===== config.mk =====
export PLATFORM = sky130hd
export DESIGN_NAME = uart_rx_mmio
export DESIGN_NICKNAME = d
export VERILOG_FILES = /design/src/rtl/uart_pkg.sv /design/src/rtl/sync_fifo.sv /design/src/rtl/uart_rx_mmio.sv
export SDC_FILE = /design/constraint.sdc
export NUM_CORES = 1
export LEC_CHECK = 0
export BUFFER_PORTS_ARGS = -buffer_cell sky130_fd_sc_hd__buf_2
export CORE_UTILIZATION = 50
export CTS_CLUSTER_DIAMETER = 50
export DETAILED_ROUTE_END_ITERATION = 10
export PLACE_DENSITY = 0.68
export RECOVER_POWER = 100
export REMOVE_ABC_BUFFERS = 1
export SETUP_SLACK_MARGIN = 0.15
export SYNTH_ARGS = -nofsm -noshare
export SYNTH_HDL_FRONTEND = slang
export SYNTH_SLANG_ARGS = --single-unit

===== constraint.sdc =====
create_clock -name clk -period 2.8 [get_ports clk]
set_clock_uncertainty 0.05 [all_clocks]
set_input_delay 0.56 -clock clk [delete_from_list [all_inputs] [get_ports clk]]
set_output_delay 0.56 -clock clk [all_outputs]
set_load 0.05 [all_outputs]

===== src/rtl/uart_pkg.sv =====
// Shared definitions for the UART receive path.
//   - Register offsets of the memory-mapped block (byte offsets).
//   - Bit positions inside the STATUS word.
//   - Receive FSM state encoding.
//   - 8N1 frame constants.
package uart_pkg;

    // Register offsets; only bits [3:2] take part in the decode.
    localparam logic [3:0] REG_DATA = 4'h0;
    localparam logic [3:0] REG_STAT = 4'h4;

    // STATUS word layout.
    localparam int STAT_NOT_EMPTY = 0;
    localparam int STAT_FULL      = 1;
    localparam int STAT_OVR       = 2;
    localparam int STAT_FERR      = 3;
    localparam int STAT_LEVEL_LSB = 8;

    // 8N1 framing.
    localparam int DATA_BITS = 8;
    localparam int STOP_BITS = 1;

    typedef enum logic [2:0] {
        RX_IDLE      = 3'd0,
        RX_START     = 3'd1,
        RX_DATA      = 3'd2,
        RX_STOP      = 3'd3,
        RX_WAIT_HIGH = 3'd4
    } rx_state_t;

endpackage


===== src/rtl/sync_fifo.sv =====
// Single-clock FIFO used to buffer received bytes.
// Ports:
//   clk, resetn      clock, asynchronous active-low reset (pointers only)
//   push, push_data  write request and data; a push on a full FIFO is
//                    accepted only when a pop happens in the same cycle
//   pop              read request; ignored when empty
//   head             entry at the read pointer (valid when !empty)
//   full, empty      derived from the extra pointer MSB
//   level            number of stored entries, 0..2**AW
module sync_fifo #(
    parameter int WIDTH = 8,
    parameter int AW    = 4
) (
    input  logic             clk,
    input  logic             resetn,
    input  logic             push,
    input  logic [WIDTH-1:0] push_data,
    input  logic             pop,
    output logic [WIDTH-1:0] head,
    output logic             full,
    output logic             empty,
    output logic [AW:0]      level
);
    localparam int DEPTH = 2 ** AW;

    logic [WIDTH-1:0] mem [DEPTH];
    logic [AW:0]      wr_ptr_reg;
    logic [AW:0]      rd_ptr_reg;
    logic             pop_en;
    logic             push_en;

    assign empty  = (wr_ptr_reg == rd_ptr_reg);
    assign full   = (wr_ptr_reg[AW] != rd_ptr_reg[AW]) &&
                    (wr_ptr_reg[AW-1:0] == rd_ptr_reg[AW-1:0]);
    assign level  = wr_ptr_reg - rd_ptr_reg;

    // A simultaneous pop frees the slot the push needs, so a full FIFO
    // still accepts the push in that cycle.
    assign pop_en  = pop & ~empty;
    assign push_en = push & (~full | pop_en);

    // Storage carries no reset so it maps onto RAM primitives.
    always_ff @(posedge clk) begin
        if (push_en) begin
            mem[wr_ptr_reg[AW-1:0]] <= push_data;
        end
    end

    assign head = mem[rd_ptr_reg[AW-1:0]];

    always_ff @(posedge clk or negedge resetn) begin
        if (!resetn) begin
            wr_ptr_reg <= '0;
            rd_ptr_reg <= '0;
        end else begin
            if (push_en) begin
                wr_ptr_reg <= wr_ptr_reg + 1'b1;
            end
            if (pop_en) begin
                rd_ptr_reg <= rd_ptr_reg + 1'b1;
            end
        end
    end

endmodule


===== src/rtl/uart_rx_mmio.sv =====
// UART 8N1 receiver with receive FIFO and a native memory-bus responder.
// Ports:
//   clk, resetn   system clock, asynchronous active-low reset
//   uart_rx       serial input (asynchronous, idle high)
//   mem_valid     request, already address-qualified by the top level
//   mem_addr      byte offset; bits [3:2] select DATA/STATUS/unused
//   mem_wdata     write data (STATUS W1C bits 2 and 3)
//   mem_wstrb     byte strobes; nonzero means write
//   mem_ready     one-cycle completion pulse, one cycle after mem_valid
//   mem_rdata     read data, zero whenever mem_ready is low
//   rx_irq        registered "FIFO not empty"
module uart_rx_mmio
    import uart_pkg::*;
#(
    parameter int CLKS_PER_BIT = 434,
    parameter int FIFO_AW      = 4
) (
    input  logic        clk,
    input  logic        resetn,
    input  logic        uart_rx,
    input  logic        mem_valid,
    input  logic [3:0]  mem_addr,
    input  logic [31:0] mem_wdata,
    input  logic [3:0]  mem_wstrb,
    output logic        mem_ready,
    output logic [31:0] mem_rdata,
    output logic        rx_irq
);
    localparam int CNT_W       = $clog2(CLKS_PER_BIT);
    localparam int IDX_W       = $clog2(DATA_BITS);
    localparam int SYNC_STAGES = 2;

    localparam logic [CNT_W-1:0] CNT_FULL = CNT_W'(CLKS_PER_BIT - 1);
    localparam logic [CNT_W-1:0] CNT_HALF = CNT_W'(CLKS_PER_BIT / 2 - 1);
    localparam logic [IDX_W-1:0] IDX_LAST = IDX_W'(DATA_BITS - 1);

    // ------------------------------------------------------------------
    // Input synchronizer, reset to the idle (high) line level.
    // ------------------------------------------------------------------
    logic [SYNC_STAGES-1:0] sync_reg;
    logic                   rx_s;

    generate
        for (genvar gi = 0; gi < SYNC_STAGES; gi++) begin : g_sync
            logic stage_in;
            if (gi == 0) begin : g_first
                assign stage_in = uart_rx;
            end else begin : g_chain
                assign stage_in = sync_reg[gi-1];
            end
            always_ff @(posedge clk or negedge resetn) begin
                if (!resetn) begin
                    sync_reg[gi] <= 1'b1;
                end else begin
                    sync_reg[gi] <= stage_in;
                end
            end
        end
    endgenerate

    assign rx_s = sync_reg[SYNC_STAGES-1];

    // ------------------------------------------------------------------
    // Receive FSM
    // ------------------------------------------------------------------
    rx_state_t              state_reg, state_next;
    logic [CNT_W-1:0]       cnt_reg, cnt_next;
    logic [IDX_W-1:0]       idx_reg, idx_next;
    logic [DATA_BITS-1:0]   shreg_reg, shreg_next;
    logic                   rx_push;
    logic                   ferr_set;

    always_ff @(posedge clk or negedge resetn) begin
        if (!resetn) begin
            state_reg <= RX_IDLE;
            cnt_reg   <= '0;
            idx_reg   <= '0;
            shreg_reg <= '0;
        end else begin
            state_reg <= state_next;
            cnt_reg   <= cnt_next;
            idx_reg   <= idx_next;
            shreg_reg <= shreg_next;
        end
    end

    always_comb begin
        state_next = state_reg;
        cnt_next   = cnt_reg;
        idx_next   = idx_reg;
        shreg_next = shreg_reg;
        rx_push    = 1'b0;
        ferr_set   = 1'b0;
        case (state_reg)
            RX_IDLE: begin
                // Half a bit to land in the middle of the start bit.
                if (!rx_s) begin
                    state_next = RX_START;
                    cnt_next   = CNT_HALF;
                end
            end
            RX_START: begin
                if (cnt_reg == '0) begin
                    if (!rx_s) begin
                        state_next = RX_DATA;
                        cnt_next   = CNT_FULL;
                        idx_next   = '0;
                    end else begin
                        // Line went back high: a glitch, not a frame.
                        state_next = RX_IDLE;
                    end
                end else begin
                    cnt_next = cnt_reg - 1'b1;
                end
            end
            RX_DATA: begin
                if (cnt_reg == '0) begin
                    shreg_next = {rx_s, shreg_reg[DATA_BITS-1:1]};
                    cnt_next   = CNT_FULL;
                    idx_next   = idx_reg + 1'b1;
                    if (idx_reg == IDX_LAST) begin
                        state_next = RX_STOP;
                    end
                end else begin
                    cnt_next = cnt_reg - 1'b1;
                end
            end
            RX_STOP: begin
                if (cnt_reg == '0) begin
                    if (rx_s) begin
                        rx_push    = 1'b1;
                        state_next = RX_IDLE;
                    end else begin
                        ferr_set   = 1'b1;
                        state_next = RX_WAIT_HIGH;
                    end
                end else begin
                    cnt_next = cnt_reg - 1'b1;
                end
            end
            RX_WAIT_HIGH: begin
                // A held-low line (break) must not restart reception.
                if (rx_s) begin
                    state_next = RX_IDLE;
                end
            end
            default: begin
                state_next = RX_IDLE;
            end
        endcase
    end

    // ------------------------------------------------------------------
    // Receive FIFO
    // ------------------------------------------------------------------
    logic                 fifo_pop;
    logic [7:0]           fifo_head;
    logic                 fifo_full;
    logic                 fifo_empty;
    logic [FIFO_AW:0]     fifo_level;

    sync_fifo #(
        .WIDTH (DATA_BITS),
        .AW    (FIFO_AW)
    ) u_fifo (
        .clk       (clk),
        .resetn    (resetn),
        .push      (rx_push),
        .push_data (shreg_reg),
        .pop       (fifo_pop),
        .head      (fifo_head),
        .full      (fifo_full),
        .empty     (fifo_empty),
        .level     (fifo_level)
    );

    // ------------------------------------------------------------------
    // Bus decode, sticky flags and response
    // ------------------------------------------------------------------
    logic        mem_ready_reg;
    logic [31:0] mem_rdata_reg, rdata_next;
    logic        ovr_reg, ovr_next;
    logic        ferr_reg, ferr_next;
    logic        rx_irq_reg;
    logic        req;
    logic        is_wr;
    logic [1:0]  reg_sel;
    logic        stat_wr;
    logic        ovr_set;
    logic [31:0] status_word;

    // A request is serviced only in the cycle before the ready pulse,
    // so each transfer causes at most one pop or one W1C.
    assign req     = mem_valid & ~mem_ready_reg;
    assign is_wr   = |mem_wstrb;
    assign reg_sel = mem_addr[3:2];

    assign fifo_pop = req & ~is_wr & (reg_sel == REG_DATA[3:2]) & ~fifo_empty;
    assign stat_wr  = req & mem_wstrb[0] & (reg_sel == REG_STAT[3:2]);

    // Overrun only when the push is really refused.
    assign ovr_set   = rx_push & fifo_full & ~fifo_pop;
    assign ovr_next  = ovr_set  | (ovr_reg  & ~(stat_wr & mem_wdata[STAT_OVR]));
    assign ferr_next = ferr_set | (ferr_reg & ~(stat_wr & mem_wdata[STAT_FERR]));

    always_comb begin
        status_word = '0;
        status_word[STAT_NOT_EMPTY] = ~fifo_empty;
        status_word[STAT_FULL]      = fifo_full;
        status_word[STAT_OVR]       = ovr_reg;
        status_word[STAT_FERR]      = ferr_reg;
        status_word[STAT_LEVEL_LSB +: FIFO_AW+1] = fifo_level;
    end

    always_comb begin
        rdata_next = '0;
        if (!is_wr) begin
            if (reg_sel == REG_DATA[3:2]) begin
                if (!fifo_empty) begin
                    rdata_next = {23'b0, 1'b1, fifo_head};
                end
            end else if (reg_sel == REG_STAT[3:2]) begin
                rdata_next = status_word;
            end
        end
    end

    always_ff @(posedge clk or negedge resetn) begin
        if (!resetn) begin
            mem_ready_reg <= 1'b0;
            mem_rdata_reg <= '0;
            ovr_reg       <= 1'b0;
            ferr_reg      <= 1'b0;
            rx_irq_reg    <= 1'b0;
        end else begin
            ovr_reg    <= ovr_next;
            ferr_reg   <= ferr_next;
            rx_irq_reg <= ~fifo_empty;
            if (req) begin
                mem_ready_reg <= 1'b1;
                mem_rdata_reg <= rdata_next;
            end else begin
                mem_ready_reg <= 1'b0;
                mem_rdata_reg <= '0;
            end
        end
    end

    assign mem_ready = mem_ready_reg;
    assign mem_rdata = mem_rdata_reg;
    assign rx_irq    = rx_irq_reg;

    // Address LSBs and the non-W1C write bits carry no meaning here.
    logic unused_bits;
    assign unused_bits = &{1'b0, mem_addr[1:0], mem_wdata[31:4], mem_wdata[1:0],
                           mem_wstrb[3:1], STOP_BITS[0]};

endmodule


**Yosys cells after proc, flatten, opt, wreduce, memory -nomap -nowiden**

Memories as Yosys holds them, arrays and structs flattened.
Cells that the tools add are included.

- Add/sub/neg operators: 5
- Multipliers: 0
- Divide/modulo/power cells: 0
- Magnitude comparators: 0
- Equal/unequal tests: 18
- Shift operators: 0
- Multiplexer cells: 33
- Bitwise operators: 24
- Reductions and logical operators: 11

Operators with widths:

| cell | count |
|---|---|
| 32-bit two-way mux | 3 |
| 9-bit two-way mux | 6 |
| 9-bit case mux with 4 select lines | 1 |
| 3-bit two-way mux | 10 |
| 2-bit inequality test (second input constant) | 8 |
| 3-bit case mux with 5 select lines | 1 |
| 1-bit AND | 14 |
| 13-bit two-way mux | 1 |
| 5-bit by 1-bit adder with 5-bit output (second input constant) | 2 |
| 9-bit zero test | 1 |
| 1-bit two-way mux | 9 |
| 9-bit by 1-bit subtractor with 9-bit output (second input constant) | 1 |
| 4-bit AND reduction | 2 |
| 1-bit NOT | 7 |
| 3-bit by 2-bit == test with 1-bit output (second input constant) | 2 |
| 3-bit == test (second input constant) | 2 |
| 3-bit case mux with 2 select lines | 1 |
| 6-bit AND reduction | 1 |
| 5-bit == test | 1 |
| 5-bit subtractor | 1 |
| 4-bit == test | 1 |
| 4-bit nonzero test | 1 |
| 4-bit OR reduction | 1 |
| 3-bit by 1-bit adder with 3-bit output (second input constant) | 1 |
| 11 further kinds | 13 |

- Flip-flop bits (word level): 71
- Latch bits: 0
- RAM bits: 128
- ROM bits: 0
- Input bits: 44
- Output and inout bits: 34
- Logic and storage cells: 105
- Memories kept: 1

Memory list:

| name | words | width | read ports | clocked after Yosys merged registers in | wr ports | line | RTL |
|---|---|---|---|---|---|---|---|
| u_fifo.mem | 16 | 8 | 1 | 0 | 1 | sync_fifo.sv:26 | `logic [WIDTH-1:0] mem [DEPTH];` |

**Longest topological paths before layout**

- Depth in word-level cells: 10
- Depth in mapped cells: 9
- Mapped depth without buffers: 7

**Cells and area by module**

Synthesis repeated with hierarchy kept, for this count alone.

- Cell total of the unflattened synthesis: 488
- Area, all modules: 7897.6 sq um

Modules (own cells, without submodules):

| module | instances | cells each | area an instance (sq um) | seq. area each (sq um) |
|---|---|---|---|---|
| sync_fifo | 1 | 295 | 5754.3 | 4093.9 |
| uart_rx_mmio | 1 | 193 | 2143.3 | 1053.5 |

**Worst setup path after synthesis**

No wires, ideal clock.

- Path kind: reg-to-reg
- From: register u_fifo.rd_ptr_reg[2]
- To: memory u_fifo.mem[11][0] (enable)
- Setup time: 0.332 ns
- Data arrival time: 2.498 ns
- Data required time: 2.418 ns
- Setup slack: -0.079 ns
- Stages on the path, launching flop included: 10
- Path buffers: 3
- Clock period less this slack: 2.879 ns
- Path through: dfrtp_1 > buf_4 > buf_6 > buf_2 > clkinv_1 > ha_1 > and4_1 > o311a_4 > nor4b_2 > and2_1

- Longest elaborated chain between the ends: 8
- Elaborated cells on any way between the ends: 11
- Classes of those cells: 2 x eq/ne; 2 x mux; 6 x bitwise; 1 x reduce/logical

RTL lines:

| item | line | RTL |
|---|---|---|
| start: declaration | sync_fifo.sv:28 | `logic [AW:0] rd_ptr_reg;` |
| start signal: assignment | sync_fifo.sv:60 | `rd_ptr_reg <= rd_ptr_reg + 1'b1;` |
| 5-bit == test | sync_fifo.sv:32 | `assign empty = (wr_ptr_reg == rd_ptr_reg);` |
| 1-bit NOT | sync_fifo.sv:39, uart_rx_mmio.sv:198 |  |
| 1-bit AND | uart_rx_mmio.sv:198 | `assign fifo_pop = req & ~is_wr & (reg_sel == REG_DATA[3:2]) & ~fifo_empty;` |
| 1-bit AND | sync_fifo.sv:39 | `assign pop_en = pop & ~empty;` |
| 1-bit bitwise OR * | sync_fifo.sv:40 | `assign push_en = push & (~full \| pop_en);` |
| 1-bit AND * | sync_fifo.sv:40 |  |
| 1-bit two-way mux * | sync_fifo.sv:44 | `if (push_en) begin` |
| 1-bit two-way mux (implied by the code) * | sync_fifo.sv:45 | `mem[wr_ptr_reg[AW-1:0]] <= push_data;` |
| end: declaration | sync_fifo.sv:26 |  |

Every way passes the cells marked *; elsewhere a longest branch is shown, timed or not.

**Worst setup path in the final report**

- From: register u_fifo.wr_ptr_reg[3]
- To: memory u_fifo.mem[8][4] (enable)

- Longest elaborated chain between the ends: 8
- Elaborated cells on any way between the ends: 11
- Classes of those cells: 2 x eq/ne; 2 x mux; 6 x bitwise; 1 x reduce/logical

RTL lines:

| item | line | RTL |
|---|---|---|
| start: declaration | sync_fifo.sv:27 | `logic [AW:0] wr_ptr_reg;` |
| start signal: assignment | sync_fifo.sv:57 | `wr_ptr_reg <= wr_ptr_reg + 1'b1;` |
| 5-bit == test | sync_fifo.sv:32 |  |
| 1-bit NOT | sync_fifo.sv:39, uart_rx_mmio.sv:198 |  |
| 1-bit AND | uart_rx_mmio.sv:198 |  |
| 1-bit AND | sync_fifo.sv:39 |  |
| 1-bit bitwise OR | sync_fifo.sv:40 |  |
| 1-bit AND | sync_fifo.sv:40 |  |
| 1-bit two-way mux | sync_fifo.sv:44 |  |
| 1-bit two-way mux (implied by the code) | sync_fifo.sv:45 |  |

Parallel ways exist; a longest one is shown, timed or not.

==> results.cfg <==
[status]
run_status = finished, final reports clean

[clock_network]
clock_latency_ns = 0.43
cts.sinks = 180
cts_buffer_depth = 2
cts_hold_buf = 0
cts_buffers = 17
clk_pin_slew_ns = 0.06
cts_tree = built
ctsResizeCount = 0
cts-root-buf = clkbuf_16
htree_num_levels = 4
cts_setup_buffers = 0

[finish]
n_fill_cell = 1167
regArea_um2 = 5150
area_growth_pct = 13.1
final_cell_area_um2 = 8810
multi_input_area_um2 = 2390
antenna_cells = 0
largest_reg_flops = 128
drive_above_1_share_pct = 23.2
nNetsFinal = 593

[global_routing]
grt_first_pass_wirelength_um = 24800
grt_max_degree = 53
grt_pass1_vias = 4386
grt-ovfl-total = 0
grt_usage_pct = 21.2
antenna_found_initial = 0

[die]
pin_count = 78
die_h_um = 127
initial_core_util_pct = 51.3
die_area_um2 = 16100
coreArea_um2 = 15200
die_x_um = 127
num_rows = 45

[power_and_ir_drop]
sequentialPowerShare_pct = 53.4
p_sw_share_pct = 22.2
power_frac_comb_pct = 5.5
p_clk_share_pct = 41.2
p_switching_w = 0.00118
intPower_w = 0.00415
ir_drop_v = 0.000391
p_per_area_nw_per_um2 = 604
leakagePower_nw = 3.46

[routing]
drc = 0
wl_um = 15700
drtIter0Drc = 413
drt_pass1_iterations = 5
wire_per_inst_um = 21.3
ant_nets = 0
vias_per_cell = 5.89
vias = 4327

[logic_synthesis]
synthTopCellsByCount = edfxtp_1 (128), dfrtp_1 (50), mux4_2 (35)
synth_area_um2 = 7790
synth_top_area_cell = edfxtp_1
syn_inst = 478
synth.top_cell.area_share_pct = 49.3
yosysMostFrequentCell = edfxtp_1
yosysWarnings = 0
synth-simple-area-share_pct = 9.13
synth-compound-area-share_pct = 5.39
synth_fa_ha_area_share_pct = 2.18
ys_seq_area_share_pct = 66.0
synth_seq_cells = 180
synth_top_family_by_area = multiplexers
synthArstFlopShare_pct = 28.9
synth-edff-count = 128
synth_area_leaders = edfxtp_1 (49%), dfrtp_1 (16%), mux4_2 (10%), buf_4 (1.9%), ha_1 (1.9%)
yosysUniqueCellTypes = 68
synth_xor_area_share_pct = 1.24
synth_ff_type = edfxtp_1
postSynthAreaPerCell_um2 = 16.3
muxShareOfSynthArea_pct = 12.1

[timing]
setup_tns_ns = 0
clock.fmax_mhz = 381
fin_crit_ns = 2.63
setup_violations = 0
rsz0062_at_grt = false
slew_viol_final = 0
post-route-period-util_pct = 93.8
relSlewSlack_pct = 10.9
worstMarginPinSlew_ns = 1.34
hold_viol_final = 0

[worst_hold_path]
worstHoldPathType = input port to flip-flop
min_to = g_sync[1].stage_in
min_path_cells = 1
min-delay-start = uart_rx

[setup_path]
r2r_end = u_fifo.mem[8][4]
rr_worst_depth = 6
cpPeakStageDelay_ns = 0.60
r2r-start = u_fifo.wr_ptr_reg[3]
reg2reg_slack_ns = 0.17
start_kind = flip-flop
crit_type = flip-flop to flip-flop
worstPathRequired_ns = 2.90
crit_path_end_kind = flip-flop
slowest_stage = dfrtp_1
crit_chain = ha_1 -> and4_1 -> o311a_1 -> nor4b_2 -> and2_1 -> buf_4
arrival_ns = 2.72
crit_fanout = 12

[placed_design]
dp_hpwl_um = 10200
post_dp_cell_area_um2 = 8350
portBuffers = 26
routabilityCongestion = 0.861

[job]
drv_cap = 0
## worst max path at each step
stage / from / endpoint / slack, ns / cells past startpoint
global route: u_fifo.wr_ptr_reg[3] / u_fifo.mem[6][2] / 0.08 / 6
floorplan: u_fifo.rd_ptr_reg[2] / u_fifo.mem[11][0] / -0.57 / 6
detailed placement: mem_wstrb[0] / u_fifo.mem[8][4] / 0.07 / 6
global placement: mem_wstrb[1] / u_fifo.mem[11][2] / 0.1 / 6
finish: u_fifo.wr_ptr_reg[3] / u_fifo.mem[8][4] / 0.17 / 6
CTS: u_fifo.wr_ptr_reg[3] / u_fifo.mem[3][1] / 0.28 / 6
## kinds of logic (layout without fill, tap and decap cells)
group	after synthesis	count (layout)
adders and majority gates	13	13
and+or+nand+nor	113	113
DFF	180	180
AOI/OAI and AO/OA	54	54
other	1	19
muxes	49	49
xor gates and xnor gates	11	11
buffers and inverters	57	108
## power groups by stage
stage	sequential [W]	combinational, W	clock (W)
detailed placement	0.00290	0.000298	0
floorplan	0.00295	0.000154	0
CTS	0.00284	0.000299	0.00224
finish	0.00284	0.000291	0.00219
global placement	0.00290	0.000294	0
global route	0.00284	0.000316	0.00233
## final cells by class
cell class	count	share of cell area, %
inverter	17	0.724
clock inverter	12	1.22
sequential	180	58.4
clock buffer	18	4.87
tap	188	2.67
timing repair buffer	61	4.93
multi-input combinational	259	27.2
## routing by layer
layer	part of all wire (%)	vias up	track usage, %
li1	-	1949	-
met1	44	2221	28.3
met2	50	137	34.6
met3	4.6	20	5.27
met4	1.5	0	6.58
met5	0	-	0
## cells in the final DEF (no fill, tap or decap), types with 9 or more instances in the layout
cell,n
conb_1,19
mux2_2,9
buf_4,19
inv_1,15
nand2_1,19
clkbuf_1,20
ha_1,12
buf_2,11
nor2_1,15
mux4_2,35
o21ai_0,15
clkbuf_16,17
dfrtp_1,50
nor3_1,13
edfxtp_1,128
## critical path, delay by kind of cell, from the launching register on
| kind | cells | cell delay (ns) |
|---|---|---|
| adder cells (fa/ha/maj) | 1 | 0.36 |
| buffers and inverters | 1 | 0.18 |
| AO/OA/AOI/OAI | 1 | 0.21 |
| flip-flops | 1 | 0.60 |
| AND/OR/NAND/NOR | 3 | 0.94 |
## stage by stage
| step | hold slack, ns | std cells | total power, W | setup WS (ns) | util (%) |
|---|---|---|---|---|---|
| 3_3_place_gp | 0.299 | 705 | 0.00319 | 0.0958 | 54.9 |
| 2_1_floorplan | 0.214 | 456 | 0.00310 | -0.572 | - |
| 3_5_place_dp | 0.297 | 705 | 0.00320 | 0.0714 | 54.9 |
| 5_1_grt | 0.162 | 735 | 0.00549 | 0.0783 | 58.0 |
| 6_report | 0.178 | 735 | 0.00533 | 0.174 | 58.0 |
| 4_1_cts | 0.0625 | 735 | 0.00538 | 0.278 | 58.5 |
Note: power is estimated with default switching activity, not from simulation.
